==> config.mk <==
export PLATFORM = sky130hd
export DESIGN_NAME = sd_dfc_tx_ctl
export DESIGN_NICKNAME = d
export VERILOG_FILES = /design/src/rtl/sd_dfc_pkg.sv /design/src/rtl/sd_dfc_tx_buf.sv /design/src/rtl/sd_dfc_tx_ctl.sv
export SDC_FILE = /design/constraint.sdc
export NUM_CORES = 1
export LEC_CHECK = 0
export ABC_AREA = 0
export CAP_MARGIN = 10
export CORE_MARGIN = 10
export CORE_UTILIZATION = 50
export DETAILED_ROUTE_END_ITERATION = 16
export HOLD_SLACK_MARGIN = 0.12
export PLACE_DENSITY = 0.76
export REMOVE_ABC_BUFFERS = 1
export SLEW_MARGIN = 20
export SYNTH_ARGS = -nofsm -noshare
export SYNTH_HDL_FRONTEND = slang
export SYNTH_SLANG_ARGS = --single-unit
==> constraint.sdc <==
create_clock -name clk -period 2.9 [get_ports clk]
set_input_delay 0.29 -clock clk [delete_from_list [all_inputs] [get_ports clk]]
set_output_delay 0.29 -clock clk [all_outputs]
set_load 0.005 [all_outputs]
==> src/rtl/sd_dfc_pkg.sv <==
// Shared definitions for the delayed-flow-control (DFC) tx/rx pair.
// Provides the burst counter width helper and the tx-side latency
// contribution to the receiver's round-trip budget.
package sd_dfc_pkg;

  // Tx contribution to rx rt_lat: optional c_fc_n flop plus the c_vld flop.
  localparam int DFC_TX_LAT_REG   = 2;
  localparam int DFC_TX_LAT_NOREG = 1;

  function automatic int tx_latency(input int regcin);
    return regcin + 1;
  endfunction

  // clog2(burst_max+1), never below 1 so a disabled limiter still has a legal vector.
  function automatic int bcnt_width(input int burst_max);
    return (burst_max < 1) ? 1 : $clog2(burst_max + 1);
  endfunction

endpackage

==> src/rtl/sd_dfc_tx_buf.sv <==
// 2-entry skid buffer feeding the DFC transmitter.
// Ports: clk/rst (async high), p_srdy/p_drdy/p_data producer side with
// registered ready, pop (caller guarantees occ != 0), occ occupancy,
// head = oldest entry.
module sd_dfc_tx_buf #(
  parameter int width = 8
) (
  input  logic             clk,
  input  logic             rst,
  input  logic             p_srdy,
  output logic             p_drdy,
  input  logic [width-1:0] p_data,
  input  logic             pop,
  output logic [1:0]       occ,
  output logic [width-1:0] head
);

  logic [width-1:0] mem [2];
  logic             wr_ptr;
  logic             rd_ptr;
  logic             push;
  logic [1:0]       occ_next;

  assign push = p_srdy & p_drdy;
  assign head = mem[rd_ptr];

  always_comb begin
    occ_next = occ;
    if (push && !pop)      occ_next = occ + 2'd1;
    else if (!push && pop) occ_next = occ - 2'd1;
  end

  always_ff @(posedge clk or posedge rst) begin
    if (rst) begin
      occ    <= 2'd0;
      wr_ptr <= 1'b0;
      rd_ptr <= 1'b0;
      p_drdy <= 1'b1;
      mem[0] <= '0;
      mem[1] <= '0;
    end else begin
      occ    <= occ_next;
      // Ready is a flop: look at next occupancy so a full buffer never overflows.
      p_drdy <= (occ_next < 2'd2);
      if (push) begin
        mem[wr_ptr] <= p_data;
        wr_ptr      <= ~wr_ptr;
      end
      if (pop) rd_ptr <= ~rd_ptr;
    end
  end

endmodule

==> src/rtl/sd_dfc_tx_ctl.sv <==
// Transmit-side srdy/drdy -> delayed flow control converter.
// Ports: clk/rst (async high); p_srdy/p_drdy/p_data producer side;
// c_vld/c_data registered channel out; c_fc_n delayed credit from rx
// (1 = may send); force_stop inhibits sending without loss; stat_clr clears
// stall_cnt; stall_cnt saturating stall cycles; idle = nothing buffered or
// in flight.
module sd_dfc_tx_ctl
  import sd_dfc_pkg::*;
#(
  parameter int width     = 8,
  parameter int regcin    = 1,
  parameter int burst_max = 0,
  parameter int cntsz     = 16
) (
  input  logic             clk,
  input  logic             rst,
  input  logic             p_srdy,
  output logic             p_drdy,
  input  logic [width-1:0] p_data,
  output logic             c_vld,
  output logic [width-1:0] c_data,
  input  logic             c_fc_n,
  input  logic             force_stop,
  input  logic             stat_clr,
  output logic [cntsz-1:0] stall_cnt,
  output logic             idle
);

  localparam int            BW   = bcnt_width(burst_max);
  localparam logic [BW-1:0] BMAX = BW'(burst_max);

  logic             fc_q;
  logic [1:0]       occ;
  logic [width-1:0] head;
  logic [BW-1:0]    bcnt;
  logic             bubble;
  logic             send;
  logic             stall;

  generate
    if (regcin != 0) begin : g_fc_reg
      always_ff @(posedge clk or posedge rst) begin
        if (rst) fc_q <= 1'b0;
        else     fc_q <= c_fc_n;
      end
    end else begin : g_fc_comb
      assign fc_q = c_fc_n;
    end
  endgenerate

  sd_dfc_tx_buf #(.width(width)) u_buf (
    .clk    (clk),
    .rst    (rst),
    .p_srdy (p_srdy),
    .p_drdy (p_drdy),
    .p_data (p_data),
    .pop    (send),
    .occ    (occ),
    .head   (head)
  );

  // Limiter forces one idle cycle once burst_max back-to-back sends happened.
  assign bubble = (burst_max != 0) && (bcnt == BMAX);
  assign send   = (occ != 2'd0) & fc_q & ~force_stop & ~bubble;
  // Only receiver back-pressure counts as a stall; local inhibits do not.
  assign stall  = (occ != 2'd0) & ~fc_q & ~force_stop & ~bubble;
  assign idle   = (occ == 2'd0) & ~c_vld;

  always_ff @(posedge clk or posedge rst) begin
    if (rst) begin
      c_vld  <= 1'b0;
      c_data <= '0;
      bcnt   <= '0;
    end else begin
      c_vld <= send;
      if (send) begin
        c_data <= head;
        bcnt   <= bcnt + BW'(1);
      end else begin
        bcnt   <= '0;
      end
    end
  end

  always_ff @(posedge clk or posedge rst) begin
    if (rst)                            stall_cnt <= '0;
    else if (stat_clr)                  stall_cnt <= '0;
    else if (stall && stall_cnt != '1)  stall_cnt <= stall_cnt + cntsz'(1);
  end

endmodule

# ---- Yosys cells after proc, flatten, opt, wreduce, memory -nomap -nowiden
# Cells that the tools add are included.
dict set report classes {
  n_eq_ne 1
  n_addsub 3
  bitwise 13
  muxes 10
  n_reduce_logical 9
  n_lt_le_gt_ge 4
}
# op count
set op_table {}
lappend op_table {{16-bit two-way mux} 2}
lappend op_table {{8-bit two-way mux} 4}
lappend op_table {{16-bit by 1-bit adder with 16-bit output (second input constant)} 1}
lappend op_table {{16-bit bitwise mux} 1}
lappend op_table {{16-bit inequality test (second input constant)} 1}
lappend op_table {{8-bit demux with 1-bit select} 1}
lappend op_table {{1-bit AND} 6}
lappend op_table {{1-bit NOT} 5}
lappend op_table {{2-bit greater-or-equal comparator (second input constant)} 2}
lappend op_table {{1-bit logical AND} 4}
lappend op_table {{2-bit two-way mux} 2}
lappend op_table {{1-bit NOT with 2-bit output} 2}
lappend op_table {{2-bit nonzero test} 2}
lappend op_table {{2-bit by 1-bit adder with 2-bit output (second input constant)} 1}
lappend op_table {{1-bit zero test} 2}
lappend op_table {{2-bit zero test} 1}
lappend op_table {{2-bit by 1-bit less-than comparator with 1-bit output (second input constant)} 1}
lappend op_table {{2-bit less-than comparator (second input constant)} 1}
lappend op_table {{2-bit by 1-bit subtractor with 2-bit output (second input constant)} 1}
dict set report word_totals {
  input_bits 14
  register_bits 47
  output_inout_bits 27
}

# ---- Longest topological paths before layout
# Gate-level depths: netlist of run 1.
dict set report depth {
  word_depth 7
  ltp_mapped 9
  mapped_depth_nobuf 8
}

# ---- Modules after synthesis
# From an unflattened synthesis of run 1, not the netlist that was laid out.
dict set report unflattened {
  cells_unflattened 201
  hier_area_um2 2333.5
}
# mod n_inst cells_per_inst seq_area_each_um2 area_per_inst_um2
set by_module_without_submodules {}
lappend by_module_without_submodules {sd_dfc_tx_ctl 1 129 650.6 1336.3}
lappend by_module_without_submodules {sd_dfc_tx_buf 1 72 526.8 997.2}

# ---- Worst setup path before layout of run 1
# Ideal clock, no wire load.
dict set report synth_path {
  kind {register to register}
  startpoint {register u_buf.occ[0]}
  endpoint {register (tool-made name)}
  setup_slack_ns 0.771
  setup_time_ns 0.077
  path_stages_with_launch 10
  arrival_time_ns 2.052
  period_less_slack_ns 2.129
  required_time_ns 2.823
  path_cell_list {dfrtp_1 -> inv_1 -> ha_1 -> nor3b_2 -> clkbuf_1 -> inv_1 -> ha_1 -> nor3b_1 -> a211oi_1 -> a21oi_1}
}
# element line
set synth_rtl {}
lappend synth_rtl {{start: declaration} sd_dfc_tx_buf.sv:14} ;# output logic [1:0] occ,
lappend synth_rtl {{start signal: assignment} sd_dfc_tx_buf.sv:42} ;# occ <= occ_next;

# ---- Worst setup path after layout of run 1
dict set report layout_path {
  startpoint {register stall_cnt[12]}
  endpoint {register stall_cnt[0]}
}
dict set report layout_via {
  elab_chain_cells 3
}
# element line
set layout_rtl {}
lappend layout_rtl {{start: declaration} sd_dfc_tx_ctl.sv:25} ;# output logic [cntsz-1:0] stall_cnt,
lappend layout_rtl {{start signal: assignment} sd_dfc_tx_ctl.sv:88} ;# else if (stall && stall_cnt != '1) stall_cnt <= stall_cnt + cntsz'(1);
lappend layout_rtl {{16-bit inequality test} sd_dfc_tx_ctl.sv:88}
lappend layout_rtl {{1-bit logical AND} sd_dfc_tx_ctl.sv:88}
lappend layout_rtl {{2-bit nonzero test (no line)} n/a}
# Every way passes these cells.
# A chain may end at the register's enable or synchronous reset.

==> results of run 1 <==
==> worst register-to-register path: stages (launching register included) <==
cell      delay, ns
dfrtp_1        0.45
nand4_1        0.20
nor3_2         0.65
a21boi_1       0.24
mux2_1         0.37
==> power by group through the flow <==
stage               logic, W  clock network [W]  registers [W]
floorplan           0.000435                  0        0.00100
global placement    0.000687                  0        0.00102
detailed placement  0.000713                  0        0.00102
CTS                 0.000715           0.000402        0.00101
global route        0.000794           0.000426        0.00104
finish              0.000696           0.000386        0.00101
==> placed cells by master, fill, tap and decap left out, drive strengths merged, types with 2 or more instances in the layout <==
cell | netlist | final
dfrtp | 46 | 46
clkdlybuf4s50 | 0 | 40
mux2 | 24 | 24
a21oi | 23 | 23
nor2 | 17 | 17
nand2 | 13 | 13
mux2i | 9 | 9
nor2b | 9 | 9
o21ai | 6 | 6
clkbuf | 5 | 5
inv | 5 | 5
nand4 | 5 | 5
o31ai | 4 | 4
or4 | 4 | 4
ha | 4 | 4
and2 | 3 | 3
nand3 | 3 | 3
or3 | 3 | 3
nor3 | 2 | 2
and3 | 2 | 2
a211oi | 2 | 2
nand2b | 2 | 2
clkinvlp | 0 | 2
nor3b | 2 | 2
nor4b | 2 | 2
==> registers in the layout (all words and copies together) (netlist names), named ones only <==
name	flops
stall_cnt	16
u_buf.mem	16
c_data	8
c_vld	1
fc_q	1
u_buf.occ	1
u_buf.p_drdy	1
u_buf.rd_ptr	1
u_buf.wr_ptr	1
==> cells by family after synthesis <==
group,after synthesis,share of synthesized area [%]
adder cells (fa/ha/maj),4,2.22
AO/OA/AOI/OAI,36,8.77
multiplexers,33,16.0
AND/OR/NAND/NOR,70,18.3
XOR/XNOR,1,0.389
flip-flops,47,52.2
buffers and inverters,12,2.11
==> stage by stage <==
stage	utilization [%]	power [W]
floorplan	-	0.00143
global placement	62.0	0.00170
detailed placement	62.0	0.00174
CTS	64.0	0.00213
global route	64.0	0.00226
finish	64.0	0.00209
==> cell type report <==
type | instances | area (sq um) | area share (%)
tap | 52 | 65.1 | 2.33
multi-input combinational | 144 | 1030 | 36.9
sequential | 47 | 1180 | 42.3
clock inverter | 3 | 20.0 | 0.718
clock buffer | 5 | 68.8 | 2.47
timing repair buffer | 41 | 408 | 14.6
inverter | 5 | 18.8 | 0.674
==> worst max path at each step <==
stage / endpoint / slack, ns / cells past startpoint
2_1_floorplan: register / 0.78 / 8
3_3_place_gp: stall_cnt[9]$_DFFE_PP0P_ / 0.83 / 5
3_5_place_dp: stall_cnt[9]$_DFFE_PP0P_ / 0.77 / 5
4_1_cts: idle / 0.86 / 4
5_1_grt: stall_cnt[9]$_DFFE_PP0P_ / 0.71 / 6
6_report: stall_cnt[0]$_DFFE_PP0P_ / 0.88 / 4
==> metal layers <==
layer | vias up | routed length, microns | share of wire (%) | GRT usage (%)
li1 | 805 | - | - | -
met1 | 832 | 1860 | 41 | 14.1
met2 | 41 | 2330 | 52 | 23.5
met3 | 4 | 275 | 6.1 | 4.12
met4 | 0 | 38 | 0.85 | 4.06
met5 | - | 0 | 0 | 0
==> results_dict.tcl, run 1 <==
set metrics [dict create \
    clock_latency_ns 0.29 \
    die_x_microns 87.1 \
    ys_seq_elements 47 \
    power_density_nw_per_um2 751 \
    htreeDepth 2 \
    run_status "finished clean" \
    fillers 362 \
    drc 0 \
    synth_top_area_share_pct 51.1 \
    grt_pass1_vias 1798 \
    setup_ws_ns 0.879 \
    fp-row-count 24 \
    core_sq_um 4350 \
    seqPwrFrac_pct 48.3 \
    cts_hold_buffers 0 \
    finalClockSkew_ns 0.00515 \
    yosys.area.top_type "dfrtp_1" \
    diodes 0 \
    min_path_cells 1 \
    postLayoutCellArea_sq_um 2790 \
    holdWs_ns 0.471 \
    mappedNetlistArea_sq_um 2250 \
    ios 41 \
    synthMostInstantiatedCell "dfrtp_1" \
    crit_required_ns 3.08 \
    period_needed_ns 2.02 \
    post-place-ws_ns 0.768 \
    ant_nets 0 \
    hp-start "c_fc_n" \
    cts-buffers-inserted 5 \
    timing.fmax_mhz 495 \
    slowest_delay_ns 0.65 \
    timing.rr.start "stall_cnt[12]$_DFFE_PP0P_" \
    maxCapViolations 0 \
    io_buffer_count 40 \
    crit_chain "nand4_1 -> nor3_2 -> a21boi_1 -> mux2_1" \
    cts_setup_buffers 0 \
    critPathSlowestCell "nor3_2" \
    p_switching_w 0.000639 \
    tightestPinTransition_ns 0.950 \
    grt_pass1_wl_microns 8110 \
    die_h_microns 87.1 \
    grt_max_degree 48 \
    cts.sinks 47 \
    clockBufferDepth 2 \
    first_iter_violations 94 \
    synthCells 203 \
    synth_edf_count 0 \
    cp.arrival_ns 2.21 \
    min_to "fc_q$_DFF_PP0_" \
    synth.distinct_cells 35 \
    r2r-end "stall_cnt[0]$_DFFE_PP0P_" \
    r2r_slack_ns 0.88 \
    die_area_sq_um 7590 \
    p_leak_nw 1.18 \
    root_buffer "clkbuf_8" \
    yosysWarnings 0 \
    irDropWorstVdd_v 0.000606 \
    antenna_found_initial 0 \
    grt_usage_pct 13.0 \
    fin_cells 297 \
    place_area_sq_um 2700 \
    timing.critical_path.buf_inv 0 \
    cts_resized 0 \
    synth.avg_cell_area_sq_um 11.1 \
    cell_internal_pwr_w 0.00145 \
    rsz0062_at_grt "no" \
    hold_viol 0 \
    setup_viol 0 \
    crit_fanout 14 \
    min_path_type "input pin to register" \
    r2r_cells 4 \
    clockPowerShare_pct 18.5 \
    synthFlopType "dfrtp_1" \
    final_nets 262 \
    via_count 1682 \
    grt-ovfl-total 0 \
    synth_commonest_cells "dfrtp_1 (46), a21oi_1 (23), mux2_2 (17), nor2_1 (17), nand2_1 (12)" \
    crit_path_end_kind "register" \
    synthTopCellsByArea "dfrtp_1 (51%), mux2_2 (8.5%), a21oi_1 (5.1%)" \
    wirelength_microns 4500 \
    viasPerCell 5.66 \
    dr.pass1.iters 4 \
    drv_slew 0 \
    cts_tree "done" \
    pwr-share-comb_pct 33.3 \
    cp-start-kind "register" \
    async_flop_share_pct 100 \
    fin_crit_sh_pct 69.7 \
    crit_path_start "stall_cnt[12]$_DFFE_PP0P_" \
    start_util_pct 51.8 \
    clk_pin_slew_ns 0.09 \
    ys_seq_area_share_pct 52.2 \
    dpl.hpwl_microns 3320 \
    swShare_pct 30.5 \
    routedWlPerCell_microns 15.1 \
    slew_headroom_pct 36.6 \
    area_delta_synth_final_pct 23.7 \
    crit_type "register to register" \
    setup_tns_ns 0 \
    layout-drive-gt1-share_pct 14.3 \
    dp.cells 289 \
    finalWeightedCongestion 0.804 \
    crit_family "simple AND/OR/NAND/NOR gates" \
]
(Power assumes the default switching activity.)
==> run 2, diff against run 1 <==
--- a/config.mk
+++ b/config.mk
@@ -8,10 +8,10 @@
 export ABC_AREA = 0
 export CAP_MARGIN = 10
 export CORE_MARGIN = 10
-export CORE_UTILIZATION = 50
+export CORE_UTILIZATION = 47
 export DETAILED_ROUTE_END_ITERATION = 16
 export HOLD_SLACK_MARGIN = 0.12
-export PLACE_DENSITY = 0.76
+export PLACE_DENSITY = 0.75
 export REMOVE_ABC_BUFFERS = 1
 export SLEW_MARGIN = 20
 export SYNTH_ARGS = -nofsm -noshare
==> constraint.sdc (replaced) <==
create_clock -name clk -period 1.65 [get_ports clk]
set_input_delay 0.165 -clock clk [delete_from_list [all_inputs] [get_ports clk]]
set_output_delay 0.165 -clock clk [all_outputs]
set_load 0.005 [all_outputs]
==> results_dict.tcl, run 2 (same netlist as run 1, synthesis figures left out) <==
set metrics [dict create \
    fillers 367 \
    root_buffer "clkbuf_8" \
    htreeDepth 2 \
    clockPowerShare_pct 21.0 \
    slew_headroom_pct 67.4 \
    final_cell_mix "dfrtp_1 (46), clkdlybuf4s50_1 (39), buf_4 (33)" \
    first_iter_violations 42 \
    crit_type "register to register" \
    cts_tree "done" \
    cts-buffers-inserted 5 \
    cts.sinks 47 \
    cp.arrival_ns 1.95 \
    antenna_found_initial 0 \
    violations "negative setup slack" \
    p_leak_nw 1.41 \
    cell_internal_pwr_w 0.00287 \
    holdWs_ns 0.212 \
    post-place-ws_ns -0.303 \
    clk_pin_slew_ns 0.09 \
    seqPwrFrac_pct 43.7 \
    viasPerCell 5.46 \
    p_switching_w 0.00119 \
    die_area_sq_um 7960 \
    setup_viol 10 \
    crit_chain "inv_2 -> ha_4 -> nor4b_4 -> nand4_2 -> or4_1 -> a21oi_1" \
    core_sq_um 4690 \
    fin_crit_sh_pct 104 \
    setup_ws_ns -0.0723 \
    place_area_sq_um 2950 \
    clock_latency_ns 0.30 \
    start_util_pct 48.0 \
    crit_path_end_kind "register" \
    pwr-share-comb_pct 35.4 \
    seqCellArea_sq_um 1180 \
    dr.pass1.iters 4 \
    irDropWorstVdd_v 0.000962 \
    diodes 0 \
    final_nets 298 \
    swShare_pct 29.4 \
    rsz0062_at_grt "yes" \
    r2r_slack_ns -0.07 \
    period_needed_ns 1.72 \
    layout-drive-gt1-share_pct 30.6 \
    min_path_type "input pin to async pin" \
    dp.cells 322 \
    postLayoutCellArea_sq_um 3170 \
    dpl.hpwl_microns 3730 \
    grt-ovfl-total 0 \
    cp-start-kind "register" \
    ios 41 \
    finalWeightedCongestion 0.855 \
    via_count 1830 \
    critPathSlowestCell "or4_1" \
    run_status "finished with violations" \
    power_density_nw_per_um2 1280 \
    grt_pass1_wl_microns 8320 \
    r2r-end "stall_cnt[15]$_DFFE_PP0P_" \
    fp-row-count 25 \
    drc 0 \
    die_h_microns 89.2 \
    hold_viol 0 \
    tightestPinTransition_ns 0.489 \
    die_x_microns 89.2 \
    grt_usage_pct 13.3 \
    ant_nets 0 \
    setup_tns_ns -0.366 \
    reg_top3 "stall_cnt x16, u_buf.mem x16, c_data x8" \
    area_delta_synth_final_pct 40.8 \
    grt_max_degree 25 \
    slowest_delay_ns 0.45 \
    drv_slew 0 \
    r2r_cells 6 \
    multi_input_area_sq_um 1100 \
    io_buffer_count 40 \
    clockBufferDepth 2 \
    routedWlPerCell_microns 14.8 \
    crit_required_ns 1.88 \
    final_common_cell "dfrtp_1" \
    maxCapViolations 0 \
    finalClockSkew_ns 0.00762 \
    timing.fmax_mhz 581 \
    grt_pass1_vias 1872 \
    wirelength_microns 4970 \
    fin_cells 335 \
    crit_fanout 5 \
]
## run 2: metrics by stage
step                total power [W]  utilization (%)
floorplan                   0.00252                -
global placement            0.00310             62.8
detailed placement          0.00314             62.8
CTS                         0.00407             66.5
global route                0.00433             67.6
finish                      0.00406             67.6
## run 2: area by class of cell
class                   count  share of cell area [%]
clock buffers               5                    2.17
clock inverters             3                    1.38
inverters                   5                   0.592
multi-input cells         144                    34.6
flip-flops and latches     47                    37.1
well taps                  54                    2.13
repair buffers             77                    22.0
## run 2: timing repair
| item | 4_1_cts | 5_1_grt |
|---|---|---|
| endpoints found under the hold margin | 0 | 0 |
| resized for setup | 12 | 14 |
| cloned | 0 | 0 |
| hold buffers | 0 | 0 |
| endpoints found under the setup margin | 20 | 19 |
| buffers inserted | 3 | 2 |
| pin swaps | 10 | 3 |
## run 2: worst max-delay path by stage
stage / from / end / slack (ns) / depth (start not counted)
after detailed placement: force_stop / stall_cnt[13]$_DFFE_PP0P_ / -0.30 / 5
after floorplan: u_buf.occ[0]$_DFFE_PP0P_ / register / -0.47 / 8
after global placement: force_stop / stall_cnt[13]$_DFFE_PP0P_ / -0.24 / 5
final: register / stall_cnt[15]$_DFFE_PP0P_ / -0.07 / 6
after global routing: register / stall_cnt[14]$_DFFE_PP0P_ / -0.17 / 6
after CTS: register / stall_cnt[13]$_DFFE_PP0P_ / -0.06 / 6
## run 2: critical path: cells and delay by family, from the launching register on
| family | cells | cell delay [ns] |
|---|---|---|
| flops | 1 | 0.37 |
| compound gates | 1 | 0.14 |
| buf+inv | 1 | 0.06 |
| simple gates | 3 | 0.90 |
| fa+ha+maj | 1 | 0.18 |
## run 2: power groups by stage
stage | registers, W | logic, W | clock network [W]
after floorplan | 0.00176 | 0.000764 | 0
after global placement | 0.00178 | 0.00132 | 0
after detailed placement | 0.00180 | 0.00135 | 0
after CTS | 0.00178 | 0.00142 | 0.000870
after global routing | 0.00183 | 0.00158 | 0.000920
final | 0.00177 | 0.00144 | 0.000850
## run 2: per-layer routing
layer  global-route usage (%)  vias to the layer above  wire length (microns)
met5                        0                        -                      0
li1                         -                      882                      -
met4                     3.90                        0                     35
met2                     24.0                       38                   2530
met1                     14.3                      905                   2100
met3                     4.47                        5                    300
